--- src/rtl/llc_lookup_issue.sv ---
// Producer side of the LLC lookup FIFO: buffers lookup requests in order, reads the set
// arrays for each one and pushes complete packets, re-reading any set written while buffered.
module llc_lookup_issue #(
    parameter int LLC_WAYS       = 16,
    parameter int LLC_WAY_BITS   = 4,
    parameter int LLC_SET_BITS   = 9,
    parameter int LLC_TAG_BITS   = 15,
    parameter int LLC_STATE_BITS = 2,
    parameter int DEPTH          = 2
) (
    input  logic                                   clk,
    input  logic                                   rst,
    input  logic                                   req_valid,
    output logic                                   req_ready,
    input  logic [LLC_SET_BITS-1:0]                req_set,
    input  logic [LLC_TAG_BITS-1:0]                req_tag,
    output logic                                   mem_rd_en,
    output logic [LLC_SET_BITS-1:0]                mem_rd_set,
    input  logic [LLC_WAYS*LLC_TAG_BITS-1:0]       mem_rd_tags,
    input  logic [LLC_WAYS*LLC_STATE_BITS-1:0]     mem_rd_states,
    input  logic [LLC_WAY_BITS-1:0]                mem_rd_evict_way,
    input  logic                                   wr_en,
    input  logic [LLC_SET_BITS-1:0]                wr_set,
    input  logic                                   fifo_full_lookup,
    output logic                                   fifo_push_lookup,
    output logic [LLC_TAG_BITS+LLC_SET_BITS+LLC_WAYS*(LLC_TAG_BITS+LLC_STATE_BITS)+LLC_WAY_BITS-1:0] fifo_lookup_in
);
    localparam int PTR_W = $clog2(DEPTH);
    localparam logic [PTR_W:0]   FULL_CNT = (PTR_W+1)'(DEPTH);
    localparam logic [PTR_W:0]   CNT_ONE  = (PTR_W+1)'(1);
    localparam logic [PTR_W-1:0] PTR_ONE  = PTR_W'(1);

    logic [DEPTH-1:0] valid_q, valid_d, data_ok_q, data_ok_d;
    logic [DEPTH-1:0] reread_q, reread_d, inflight_q, inflight_d;
    logic [PTR_W-1:0] head_q, head_d, tail_q, tail_d, rd_idx_q, rd_idx_d;
    logic [PTR_W:0]   count_q, count_d;
    logic             rd_pend_q, rd_pend_d;

    logic [LLC_SET_BITS-1:0]               set_q    [DEPTH];
    logic [LLC_TAG_BITS-1:0]               tag_q    [DEPTH];
    logic [LLC_WAYS*LLC_TAG_BITS-1:0]      tags_q   [DEPTH];
    logic [LLC_WAYS*LLC_STATE_BITS-1:0]    states_q [DEPTH];
    logic [LLC_WAY_BITS-1:0]               evict_q  [DEPTH];

    logic             rr_found, accept, push, cap;
    logic [PTR_W-1:0] rr_idx, scan_idx;

    // Oldest entry (from head) whose arrays went stale and has no read outstanding.
    always_comb begin
        rr_found = 1'b0;
        rr_idx   = head_q;
        scan_idx = head_q;
        for (int i = 0; i < DEPTH; i++) begin
            scan_idx = head_q + PTR_W'(i);
            if (!rr_found && valid_q[scan_idx] && reread_q[scan_idx] && !inflight_q[scan_idx]) begin
                rr_found = 1'b1;
                rr_idx   = scan_idx;
            end
        end
    end

    assign req_ready  = (count_q < FULL_CNT) && !rr_found;
    assign accept     = req_valid && req_ready;
    assign mem_rd_en  = rr_found || accept;
    assign mem_rd_set = rr_found ? set_q[rr_idx] : req_set;
    assign push       = valid_q[head_q] && data_ok_q[head_q] && !fifo_full_lookup
                        && !(wr_en && (wr_set == set_q[head_q]));
    // Return data is kept only if no write touched the set since the read was issued.
    assign cap        = rd_pend_q && !reread_q[rd_idx_q]
                        && !(wr_en && (wr_set == set_q[rd_idx_q]));

    assign fifo_push_lookup = push;
    assign fifo_lookup_in   = (valid_q[head_q] && data_ok_q[head_q])
        ? {tag_q[head_q], set_q[head_q], tags_q[head_q], states_q[head_q], evict_q[head_q]}
        : '0;

    always_comb begin
        valid_d    = valid_q;
        data_ok_d  = data_ok_q;
        reread_d   = reread_q;
        inflight_d = inflight_q;
        head_d     = head_q;
        tail_d     = tail_q;
        count_d    = count_q;
        rd_pend_d  = mem_rd_en;
        rd_idx_d   = rr_found ? rr_idx : tail_q;

        if (rd_pend_q) begin
            inflight_d[rd_idx_q] = 1'b0;
            if (cap) data_ok_d[rd_idx_q] = 1'b1;
        end
        if (rr_found) begin
            reread_d[rr_idx]   = 1'b0;
            inflight_d[rr_idx] = 1'b1;
        end
        if (accept) begin
            valid_d[tail_q]    = 1'b1;
            data_ok_d[tail_q]  = 1'b0;
            reread_d[tail_q]   = wr_en && (wr_set == req_set);
            inflight_d[tail_q] = 1'b1;
            tail_d             = tail_q + PTR_ONE;
        end
        if (push) begin
            valid_d[head_q]   = 1'b0;
            data_ok_d[head_q] = 1'b0;
            head_d            = head_q + PTR_ONE;
        end
        // Write snoop comes last so it overrides a capture or a re-read clear this cycle.
        for (int i = 0; i < DEPTH; i++) begin
            if (wr_en && valid_q[i] && (set_q[i] == wr_set)) begin
                data_ok_d[i] = 1'b0;
                reread_d[i]  = 1'b1;
            end
        end
        case ({accept, push})
            2'b10:   count_d = count_q + CNT_ONE;
            2'b01:   count_d = count_q - CNT_ONE;
            default: count_d = count_q;
        endcase
    end

    always_ff @(posedge clk) begin
        if (rst) begin
            valid_q    <= '0;
            data_ok_q  <= '0;
            reread_q   <= '0;
            inflight_q <= '0;
            head_q     <= '0;
            tail_q     <= '0;
            count_q    <= '0;
            rd_pend_q  <= 1'b0;
            rd_idx_q   <= '0;
        end else begin
            valid_q    <= valid_d;
            data_ok_q  <= data_ok_d;
            reread_q   <= reread_d;
            inflight_q <= inflight_d;
            head_q     <= head_d;
            tail_q     <= tail_d;
            count_q    <= count_d;
            rd_pend_q  <= rd_pend_d;
            rd_idx_q   <= rd_idx_d;
        end
    end

    // Payload storage carries no reset; it is only observed behind valid/data_ok.
    always_ff @(posedge clk) begin
        if (accept) begin
            set_q[tail_q] <= req_set;
            tag_q[tail_q] <= req_tag;
        end
        if (cap) begin
            tags_q[rd_idx_q]   <= mem_rd_tags;
            states_q[rd_idx_q] <= mem_rd_states;
            evict_q[rd_idx_q]  <= mem_rd_evict_way;
        end
    end
endmodule
--- config.mk ---
export PLATFORM = sky130hd
export DESIGN_NAME = llc_lookup_issue
export DESIGN_NICKNAME = d
export VERILOG_FILES = /design/src/rtl/llc_lookup_issue.sv
export SDC_FILE = /design/constraint.sdc
export NUM_CORES = 1
export LEC_CHECK = 0
export BUFFER_PORTS_ARGS = -buffer_cell sky130_fd_sc_hd__buf_2
export CORE_MARGIN = 1.5
export CORE_UTILIZATION = 30
export CTS_CLUSTER_SIZE = 25
export DETAILED_ROUTE_END_ITERATION = 16
export GPL_TIMING_DRIVEN = 0
export SLEW_MARGIN = 15
export SYNTH_ARGS = -nofsm -noshare
export SYNTH_HDL_FRONTEND = slang
export SYNTH_SLANG_ARGS = --single-unit
--- constraint.sdc ---
create_clock -name clk -period 24 [get_ports clk]
set_input_delay 2.4 -clock clk [delete_from_list [all_inputs] [get_ports clk]]
set_output_delay 2.4 -clock clk [all_outputs]
set_load 0.05 [all_outputs]
* Yosys cells after proc, flatten, opt, wreduce, memory -nomap -nowiden
Memory sizes are Yosys's and may differ from the RTL's. A register that Yosys moved wholly into a read port is not among the register bits.
Index checks and enable logic that the tools add are counted.
** Operators by class
- $add $sub $neg :: 4
- Magnitude comparators :: 10
- Equal/unequal tests :: 7
- Muxes and demuxes :: 60
- Bitwise logic cells :: 13
- Reduce and logical (&&, ||, !) cells :: 35
** Operators by type and width (number)
- 300-bit two-way mux :: 1
- 9-bit == test :: 5
- 1-bit two-way mux :: 41
- 1-bit logical AND :: 23
- 2-bit two-way mux :: 11
- 2-bit AND :: 5
- 1-bit by 2-bit less-than comparator with 1-bit output, second input constant :: 5
- 9-bit two-way mux :: 1
- 1-bit zero test :: 8
- 2-bit NOT :: 4
- 2-bit OR :: 4
- 1-bit demux with 1-bit select :: 4
- 1-bit greater-or-equal comparator, second input constant :: 4
- 2-bit one-hot mux with 2 select lines :: 1
- 2-bit OR reduction :: 2
- 1-bit adder, second input constant :: 2
- 2-bit by 1-bit adder with 2-bit output, second input constant :: 1
- 2-bit bitwise mux :: 1
- 2-bit by 1-bit == test with 1-bit output, second input constant :: 1
- 2-bit == test, second input constant :: 1
- 2-bit less-than comparator, second input constant :: 1
- 2-bit nonzero test :: 1
- 2-bit by 1-bit subtractor with 2-bit output, second input constant :: 1
- 1-bit logical OR :: 1
** Word-level totals
- Bits in registers :: 14
- Memory bits (writable) :: 600
- Input port bits :: 314
- Output and inout port bits :: 312
- Memories kept :: 5
** Memory list
- tags_q :: words 2, bits a word 240, read ports 1, clocked after memory_dff 1, write ports 1, line 41 : logic [LLC_WAYS*LLC_TAG_BITS-1:0] tags_q [DEPTH];
- states_q :: words 2, bits a word 32, read ports 1, clocked after memory_dff 1, write ports 1, line 42 : logic [LLC_WAYS*LLC_STATE_BITS-1:0] states_q [DEPTH];
- tag_q :: words 2, bits a word 15, read ports 1, clocked after memory_dff 1, write ports 1, line 40 : logic [LLC_TAG_BITS-1:0] tag_q [DEPTH];
- set_q :: words 2, bits a word 9, read ports 5, clocked after memory_dff 2, write ports 1, line 39 : logic [LLC_SET_BITS-1:0] set_q [DEPTH];
- evict_q :: words 2, bits a word 4, read ports 1, clocked after memory_dff 1, write ports 1, line 43 : logic [LLC_WAY_BITS-1:0] evict_q [DEPTH];

* Depth between registers and ports, before layout
Gate-level depths: netlist of the first run.
- Depth in word-level cells :: 20
- Mapped depth :: 10
- Mapped depth without buffers :: 9

* Worst setup path before layout of the first run
OpenSTA, ideal clock, no wires.
- Path kind :: input to register
- Start :: input port wr_set[4]
- End :: register data_ok_q[1]
- Library setup time :: 132 ps
- Arrival :: 24730 ps
- Data required time :: 23868 ps
- Path slack :: -862 ps
- Cell stages on the path :: 7
- Buffers on the path :: 1
- Cells stage by stage :: clkbuf_1 > xnor2_1 > nand4_1 > nor3_1 > a211oi_1 > o221ai_1 > nor3_2
** Between the ends
- Cells in the longest elaborated chain, start to end :: 10
- Elaborated cells between the ends (all ways) :: 17
- Classes of those cells :: 3 x eq/ne; 4 x mux; 2 x bitwise; 8 x reduce/logical
** Ends and longest elaborated chain
- start: declaration :: line 23 : input logic [LLC_SET_BITS-1:0] wr_set,
- 9-bit == test :: line 70 : && !(wr_en && (wr_set == set_q[rd_idx_q]));
- 1-bit logical AND :: line 70
- 1-bit zero test :: line 70
- 1-bit logical AND :: line 70
- 2-bit two-way mux :: line 90 : if (cap) data_ok_d[rd_idx_q] = 1'b1;
- 2-bit two-way mux :: line 88 : if (rd_pend_q) begin
- 2-bit AND (no source line)
- 2-bit two-way mux :: line 96 : if (accept) begin
- 2-bit AND (no source line)
- 2-bit two-way mux :: line 103 : if (push) begin
- end signal: assignment :: line 135 : data_ok_q <= data_ok_d;
- end: declaration :: line 33 : logic [DEPTH-1:0] valid_q, valid_d, data_ok_q, data_ok_d;
Parallel ways exist; a longest one is shown, timed or not.
A chain may end at the register's enable or synchronous reset.

* Worst setup path in the final report of the first run
- Start :: input port wr_set[5]
- End :: output port fifo_push_lookup
** Between the ends
- Cells in the longest elaborated chain, start to end :: 4
** Ends and longest elaborated chain
- 9-bit == test :: line 67 : && !(wr_en && (wr_set == set_q[head_q]));
- 1-bit logical AND :: line 67
- 1-bit zero test :: line 67
- 1-bit logical AND :: line 67
- end: declaration :: line 25 : output logic fifo_push_lookup,
Every way passes these cells.

==> impl_results.md, run 1 <==
- Initial antenna violation count: 23
- Drt drc: 0
- Largest net degree at the start of global routing: 28
- Pwr/cell area: 77.8 nW/um^2
- Synth warn: 0
- Die height: 285 um
- Tcrit/Tclk final: 26.9%
- Status: completed
- Drt wl/cell: 19.6 um
- Critical path arrival: 4.06 ns
- Setup violations, final: 0
- Pleak: 11.5 nW
- Layout cells sized above 1: 36.2%
- Hold-fix buffer count after cts: 0
- Clock power frac: 41.9%
- Shortest period the worst path allows: 6.46 ns
- Clk buf depth: 3
- Switch share: 22.5%
- Slew HR: 25.5%
- Max-slew violations: 0
- Total gr overflow: 0
- Most common cell after layout, fill and taps aside: buf_2
- Via count: 14700
- Worst path top cell family by delay: buffers and inverters
- Reg power frac: 51.4%
- Largest fanout on the critical path: 5
- Ports: 626
- CTS sink cnt: 615
- Die area: 81000 sq um
- Most frequent cells in the layout: 650 x buf_2, 600 x edfxtp_1, 315 x nor2_1, 310 x mux2i_1, 70 x clkbuf_16
- Place WS: 17.55 ns
- Worst Setup End Kind: output port
- Routed Antenna Nets: 0
- Routability-driven placement congestion ratio: 0.900
- Setup clock skew after layout: 0.0240 ns
- Hpwl dp: 48500 um
- Combinational share of power: 6.7%
- Setup Fix Bufs, Post-CTS: 0
- EDFF count, synth: 600
- CTS-repair resized insts: 0
- Startpoint class of the critical path: primary input
- Syn_nets: 1751
- Syn-to-layout area delta: 30.3%
- Global-route wire length before repair: 93900 um
- Total GRT Usage: 15.4%
- Max Cap Viol: 0
- CTS tree: done
- Number of global-route vias before repair: 15200
- Drt initial violations: 809
- P_int: 1.87 mW
- Syn Inst Count: 1436
- Core ar.: 78700 sq um
- Async SR Flop Fraction: 0%
- Synth cell types: 39
- Final hold violations: 0
- Final Core Density: 39.4%
- Cell Rows: 103
- Number of register bits inferred by synthesis: 615
- Synthesized area: 23800 sq um
- CTS Buf Count: 69
- Final worst slack: 17.54 ns
- Die width: 285 um
- # port buffers: 620
- Sequential-to-total area share from yosys stat: 77.0%
- FMAX: 0.155 GHz
- Starting Density: 30.2%
- CTS clock-pin slew for the worst setup and hold paths: 0.06 ns
- Nets: 2498
- CP Class: in2out
- Top FF cell, synth: edfxtp_1
- Vias/cell: 4.47
- Crit-path slowest cell: a41oi_1
- RSZ-0062 raised after global routing: no
- Post-Route WL: 64500 um
- Worst Max-Slew Pin Slew: 1.11 ns
- Initial DRT Pass Iterations: 5
- H-tree depth: 3
- Sequence of cells on the critical path: clkbuf_1 -> xnor2_1 -> nor4_1 -> a41oi_1 -> nor2b_1 -> buf_2
- Clock root cell: clkbuf_16
- Switching pwr: 542 uW
- Clock latency on the worst-skew pair: 0.60 ns
- Crit path required time: 21.60 ns
- Max IR drop VDD: 0.0566 mV
- Worst Hold Class: reg2reg
- WP buf/inv: 2
- Slowest stage delay, CP: 0.52 ns
- Post-Syn Area per Cell: 16.6 sq um
-- area by class of cell --
cell class	count	area [sq um]
multi-input combinational	744	5160
sequential	615	18300
fill	7360	47700
inverter	1	3.75
clock buffer	84	1820
timing repair buffer	676	3680
clock inverter	38	342
antenna	10	25.0
buffer	76	330
tap	1050	1310
-- registers in the layout (all words and copies together) (netlist names), 2 cells and up, named ones only --
signal and cells:
tags_q 480, data_ok_q 2, evict_q 8, inflight_q 2, tag_q 30, states_q 64, count_q 2, reread_q 2
set_q 18, valid_q 2
-- power by group through the flow --
stage | Sequential (mW) | Clock, mW | Combinational [mW]
detailed placement | 1.26 | 0 | 0.163
global placement | 1.30 | 0 | 0.148
floorplan | 1.28 | 0 | 0.0880
global route | 1.24 | 1.08 | 0.175
CTS | 1.24 | 1.04 | 0.164
finish | 1.24 | 1.01 | 0.162
-- through the flow --
stage | total power, mW | TNS (ns) | area (sq um) | std cells | hold WS [ns]
after floorplan | 1.37 | 0 | 23800 | 1436 | 0.432
after global placement | 1.45 | -2827.00 | 28200 | 3106 | 0.441
after detailed placement | 1.42 | 0 | 28800 | 3162 | 0.458
after CTS | 2.44 | 0 | 31000 | 3284 | 0.467
after global routing | 2.49 | 0 | 31000 | 3293 | 0.483
final | 2.41 | 0 | 31000 | 3294 | 0.465
-- cells in the mapped netlist (2+ instances only) --
cell type | instances | area, sq um
a21oi_1 | 19 | 95.1
a22oi_1 | 2 | 15.0
and4_1 | 2 | 17.5
buf_2 | 30 | 150
clkbuf_1 | 44 | 165
dfxtp_1 | 15 | 300
edfxtp_1 | 600 | 18000
mux2i_1 | 310 | 3100
mux2i_2 | 2 | 27.5
nand2_1 | 10 | 37.5
nand2b_1 | 4 | 25.0
nand3b_1 | 2 | 15.0
nand4_1 | 5 | 31.3
nor2_1 | 316 | 1190
nor3_1 | 4 | 20.0
nor3_2 | 2 | 20.0
nor4_1 | 3 | 18.8
o21a_1 | 2 | 15.0
o21ai_0 | 3 | 15.0
o22ai_1 | 2 | 12.5
or3_1 | 2 | 12.5
xnor2_1 | 28 | 245
xor2_1 | 13 | 114
-- cell families (layout without fill, tap and decap cells) --
family / count (synthesis) / count (layout) / share of synthesized area, %
flip-flops: 615 / 615 / 77.0
AND/OR/NAND/NOR: 356 / 356 / 6.00
multiplexers: 312 / 312 / 13.2
buffers and inverters: 77 / 875 / 1.40
XOR/XNOR: 41 / 41 / 1.51
AO/OA/AOI/OAI: 33 / 33 / 0.821
adder cells (fa/ha/maj): 2 / 2 / 0.0947
other: 0 / 10 / 0
-- path summary, 6_finish.rpt --
kind                            startpoint                        end  slack, ns  cells after the start
setup / recovery                 wr_set[5]           fifo_push_lookup      17.54                      6
hold / removal    inflight_q[1]$_SDFF_PP0_   inflight_q[1]$_SDFF_PP0_       0.47                      2
setup reg to reg       rd_idx_q$_SDFF_PP0_  states_q[0][17]$_DFFE_PP_      19.52                     16
hold reg to reg   inflight_q[1]$_SDFF_PP0_   inflight_q[1]$_SDFF_PP0_       0.47                      2
-- layer usage --
metal	wire length, um	GRT usage (%)	up-vias	share of wire, %
met5	135	0	-	0.21
met1	25100	17.7	7219	39
met3	4550	4.74	130	7.1
met4	1510	4.96	20	2.3
met2	33200	27.1	507	52
li1	-	-	6858	-
-- worst reg2reg max path: stages, from the launching register on --
cell and delay [ns]:
dfxtp_1 0.30, clkbuf_1 0.27, mux2i_1 0.27, xor2_1 0.09, and4_1 0.26, and4_1 0.18, nor3_2 0.66, buf_4 0.33
buf_4 0.24, buf_4 0.23, buf_6 0.18, buf_4 0.22, buf_6 0.19, buf_4 0.18, buf_4 0.21, buf_4 0.19
buf_4 0.19
(Power assumes the default switching activity.)
==> run 2: changes to the inputs <==
--- a/config.mk
+++ b/config.mk
@@ -5,6 +5,7 @@
 export SDC_FILE = /design/constraint.sdc
 export NUM_CORES = 1
 export LEC_CHECK = 0
+export ABC_AREA = 1
 export BUFFER_PORTS_ARGS = -buffer_cell sky130_fd_sc_hd__buf_2
 export CORE_MARGIN = 1.5
 export CORE_UTILIZATION = 30
==> constraint.sdc (replaced) <==
create_clock -name clk -period 6.21 [get_ports clk]
set_input_delay 0.621 -clock clk [delete_from_list [all_inputs] [get_ports clk]]
set_output_delay 0.621 -clock clk [all_outputs]
set_load 0.05 [all_outputs]
==> run 2 against run 1 <==
Against the previous run:
- sequential cell count did not move
- highest routed layer unchanged
- wire length grew 18%
- register-to-register slack worse by 17 ns
- utilization grew 0.31 points
- clock power grew to 4.1 times the previous value
- clock skew fell by 0.0030 ns
- largest power group unchanged
- count of clock-buffer cells in the layout is 5 lower
- largest cell class unchanged
- sequential power grew to 3.9 times the previous value
- critical path depth increased by 1
==> impl_results.md, run 2 <==
- Status: completed
- Drt drc: 0 (unchanged)
- CTS Buf Count: 70 (+1.4%)
- Layout cells sized above 1: 30.6% (-5.5 points)
- Setup clock skew after layout: 0.0211 ns (-0.00295 ns)
- Slowest stage delay, CP: 0.67 ns (+0.15 ns)
- Dominant cells by area after synthesis: edfxtp_1 75%, nand2_1 11%, a21oi_1 6.4%, dfxtp_1 1.2%, buf_2 1.1%
- Slew HR: 35.0% (+9.6 points)
- Crit path required time: 5.59 ns (-16.01 ns)
- Max FFs per register: 480 (unchanged)
- Critical path arrival: 3.11 ns (-0.95 ns)
- Startpoint class of the critical path: flop
- Die area: 82000 sq um (+1.3%)
- Top FF cell, synth: edfxtp_1
- Total gr overflow: 0 (unchanged)
- Hold-fix buffer count after cts: 0 (unchanged)
- Biggest register: tags_q
- Largest fanout on the critical path: 10 (+5)
- Most common cell in the netlist: nand2_1
- FMAX: 0.268 GHz
- WP buf/inv: 5 (+3)
- Drt wl/cell: 20.1 um (+2.6%)
- Total GRT Usage: 17.8% (+2.5 points)
- Final worst slack: 2.48 ns (-15.05 ns)
- Hpwl dp: 55500 um (+14%)
- CTS tree: done
- CTS-repair resized insts: 0 (unchanged)
- Global-route wire length before repair: 108000 um (+16%)
- Switching pwr: 2.25 mW (+320%)
- Yosys top cell area share: 74.8% (-0.94 points)
- Synthesized area: 24100 sq um (+1.3%)
- Sequence of cells on the critical path: buf_6 -> buf_6 -> buf_2 -> clkbuf_1 -> nand2_1 -> a21oi_1 -> buf_2
- Initial DRT Pass Iterations: 5 (unchanged)
- Largest registers: tags_q: 480 flops, states_q: 64 flops, tag_q: 30 flops
- Worst Hold Class: in2reg
- Post-Route WL: 75900 um (+18%)
- Leading area contributor after synthesis: edfxtp_1
- Most common cell after layout, fill and taps aside: nand2_1
- Switch share: 23.3% (+0.80 points)
- Clk buf depth: 3 (unchanged)
- Synth warn: 0 (unchanged)
- Starting Density: 30.4% (+0.18 points)
- Pleak: 12.8 nW (+11%)
- Routability-driven placement congestion ratio: 0.875 (-2.8%)
- Max IR drop VDD: 0.233 mV (+310%)
- Die height: 286 um (+0.62%)
- Number of register bits inferred by synthesis: 615 (unchanged)
- Cell Rows: 103 (unchanged)
- CTS sink cnt: 615 (unchanged)
- # port buffers: 625 (+0.81%)
- Drt initial violations: 1027 (+27%)
- CTS clock-pin slew for the worst setup and hold paths: 0.06 ns (about the same)
- Post-Syn Area per Cell: 12.4 sq um (-25%)
- Die width: 286 um (+0.62%)
- Syn_nets: 2258 (+29%)
- Nets: 2981 (+19%)
- Ports: 626 (unchanged)
- Worst path top cell family by delay: buffers and inverters
- Routed Antenna Nets: 0 (unchanged)
- Clock power frac: 42.3% (+0.4 points)
- Reg power frac: 49.9% (-1.5 points)
- Final Core Density: 39.7% (+0.31 points)
- Clock latency on the worst-skew pair: 0.61 ns (about the same)
- Via count: 17500 (+19%)
- Most frequent cells in the layout: 727 x nand2_1, 678 x buf_2, 600 x edfxtp_1, 306 x a21oi_1, 70 x clkbuf_16
- Top cells by count, synth: 727 x nand2_1, 600 x edfxtp_1, 306 x a21oi_1, 53 x buf_2
- Syn Inst Count: 1943 (+35%)
- Setup violations, final: 0 (unchanged)
- Pwr/cell area: 308 nW/um^2 (+300%)
- EDFF count, synth: 600 (unchanged)
- Combinational share of power: 7.8% (+1.1 points)
- Place WS: 2.86 ns (-14.69 ns)
- Setup Fix Bufs, Post-CTS: 0 (unchanged)
- CP Class: reg2out
- Number of global-route vias before repair: 17100 (+12%)
- Worst Setup End Kind: output port
- Largest net degree at the start of global routing: 30 (+7.1%)
- Final hold violations: 0 (unchanged)
- Max Cap Viol: 0 (unchanged)
- P_int: 7.43 mW (+300%)
- H-tree depth: 3 (unchanged)
- Shortest period the worst path allows: 3.73 ns
- Vias/cell: 4.63 (+3.6%)
- Tcrit/Tclk final: 60.1%
- Max-slew violations: 0 (unchanged)
- Core ar.: 79300 sq um (+0.65%)
- Worst Max-Slew Pin Slew: 0.972 ns (-0.141 ns)
- Synth cell types: 34 (-13%)
- Clock root cell: clkbuf_16
- RSZ-0062 raised after global routing: no
- Crit-path slowest cell: clkbuf_1
- Async SR Flop Fraction: 0% (unchanged)
- Initial antenna violation count: 26 (+13%)
- Syn-to-layout area delta: 30.5%
- Sequential-to-total area share from yosys stat: 76.0% (-0.96 points)
[run 2: area by class of cell]
class | count | area, sq um
multi-input combinational | 1173 | 5100
tap | 1050 | 1310
timing repair buffer | 651 | 3730
inverter | 52 | 200
buffer | 103 | 483
fill | 7539 | 47800
clock buffer | 79 | 1790
antenna | 15 | 37.5
sequential | 615 | 18300
clock inverter | 41 | 472
[run 2: metrics by stage]
step	total power [mW]	setup TNS [ns]	area, sq um	hold slack [ns]	instances
2_1_floorplan	5.36	-1446.13	24100	0.492	1943
3_3_place_gp	5.69	-4305.25	28500	0.517	3618
3_5_place_dp	5.68	0	29100	0.518	3644
4_1_cts	9.78	0	31400	0.143	3764
5_1_grt	10.0	0	31400	0.151	3777
6_report	9.68	0	31400	0.195	3779
[run 2: per-layer routing]
layer / part of all wire (%) / global-route usage (%) / up-vias
met5: 0.14 / 0 / -
met4: 3.1 / 6.48 / 16
met3: 7.4 / 5.34 / 140
met2: 50 / 30.2 / 596
met1: 39 / 21.5 / 8481
li1: - / - / 8276
[run 2: cell families (layout without fill, tap and decap cells)]
| kind of cell | Yosys count | in the layout | share of synthesized area, % |
|---|---|---|---|
| AOI/OAI and AO/OA | 346 | 346 | 7.49 |
| xor gates and xnor gates | 8 | 8 | 0.291 |
| adders and majority gates | 1 | 1 | 0.0519 |
| buffers and inverters | 155 | 926 | 2.84 |
| DFF | 615 | 615 | 76.0 |
| other | 0 | 15 | 0 |
| and+or+nand+nor | 818 | 818 | 13.3 |
[run 2: worst register-to-register path, stage by stage (launching register included)]
cell and delay, ns:
dfxtp_1 0.39, buf_2 0.32, nand2_1 0.13, nand2_1 0.08, nand2_1 0.05, nand4_1 0.10
nor2_1 0.06, nand2_1 0.12, nand2_1 0.18, nor2_4 0.60, buf_16 0.26, buf_12 0.21
buf_12 0.22, buf_16 0.19
[run 2: worst paths after layout]
kind	start	to	slack (ns)	cells after the start
hold / removal	mem_rd_tags[117]	tags_q[0][117]$_DFFE_PP_	0.20	1
setup / recovery	flop	fifo_lookup_in[0]	2.48	7
setup reg to reg	rd_idx_q$_SDFF_PP0_	tags_q[1][41]$_DFFE_PP_	3.00	13
hold reg to reg	valid_q[0]$_SDFF_PP0_	valid_q[0]$_SDFF_PP0_	0.54	2
[run 2: power groups by stage]
stage / combinational, mW / sequential, mW / clock (mW)
finish: 0.752 / 4.83 / 4.10
detailed placement: 0.757 / 4.92 / 0
global placement: 0.685 / 5.00 / 0
global route: 0.819 / 4.85 / 4.34
CTS: 0.759 / 4.83 / 4.19
floorplan: 0.405 / 4.96 / 0
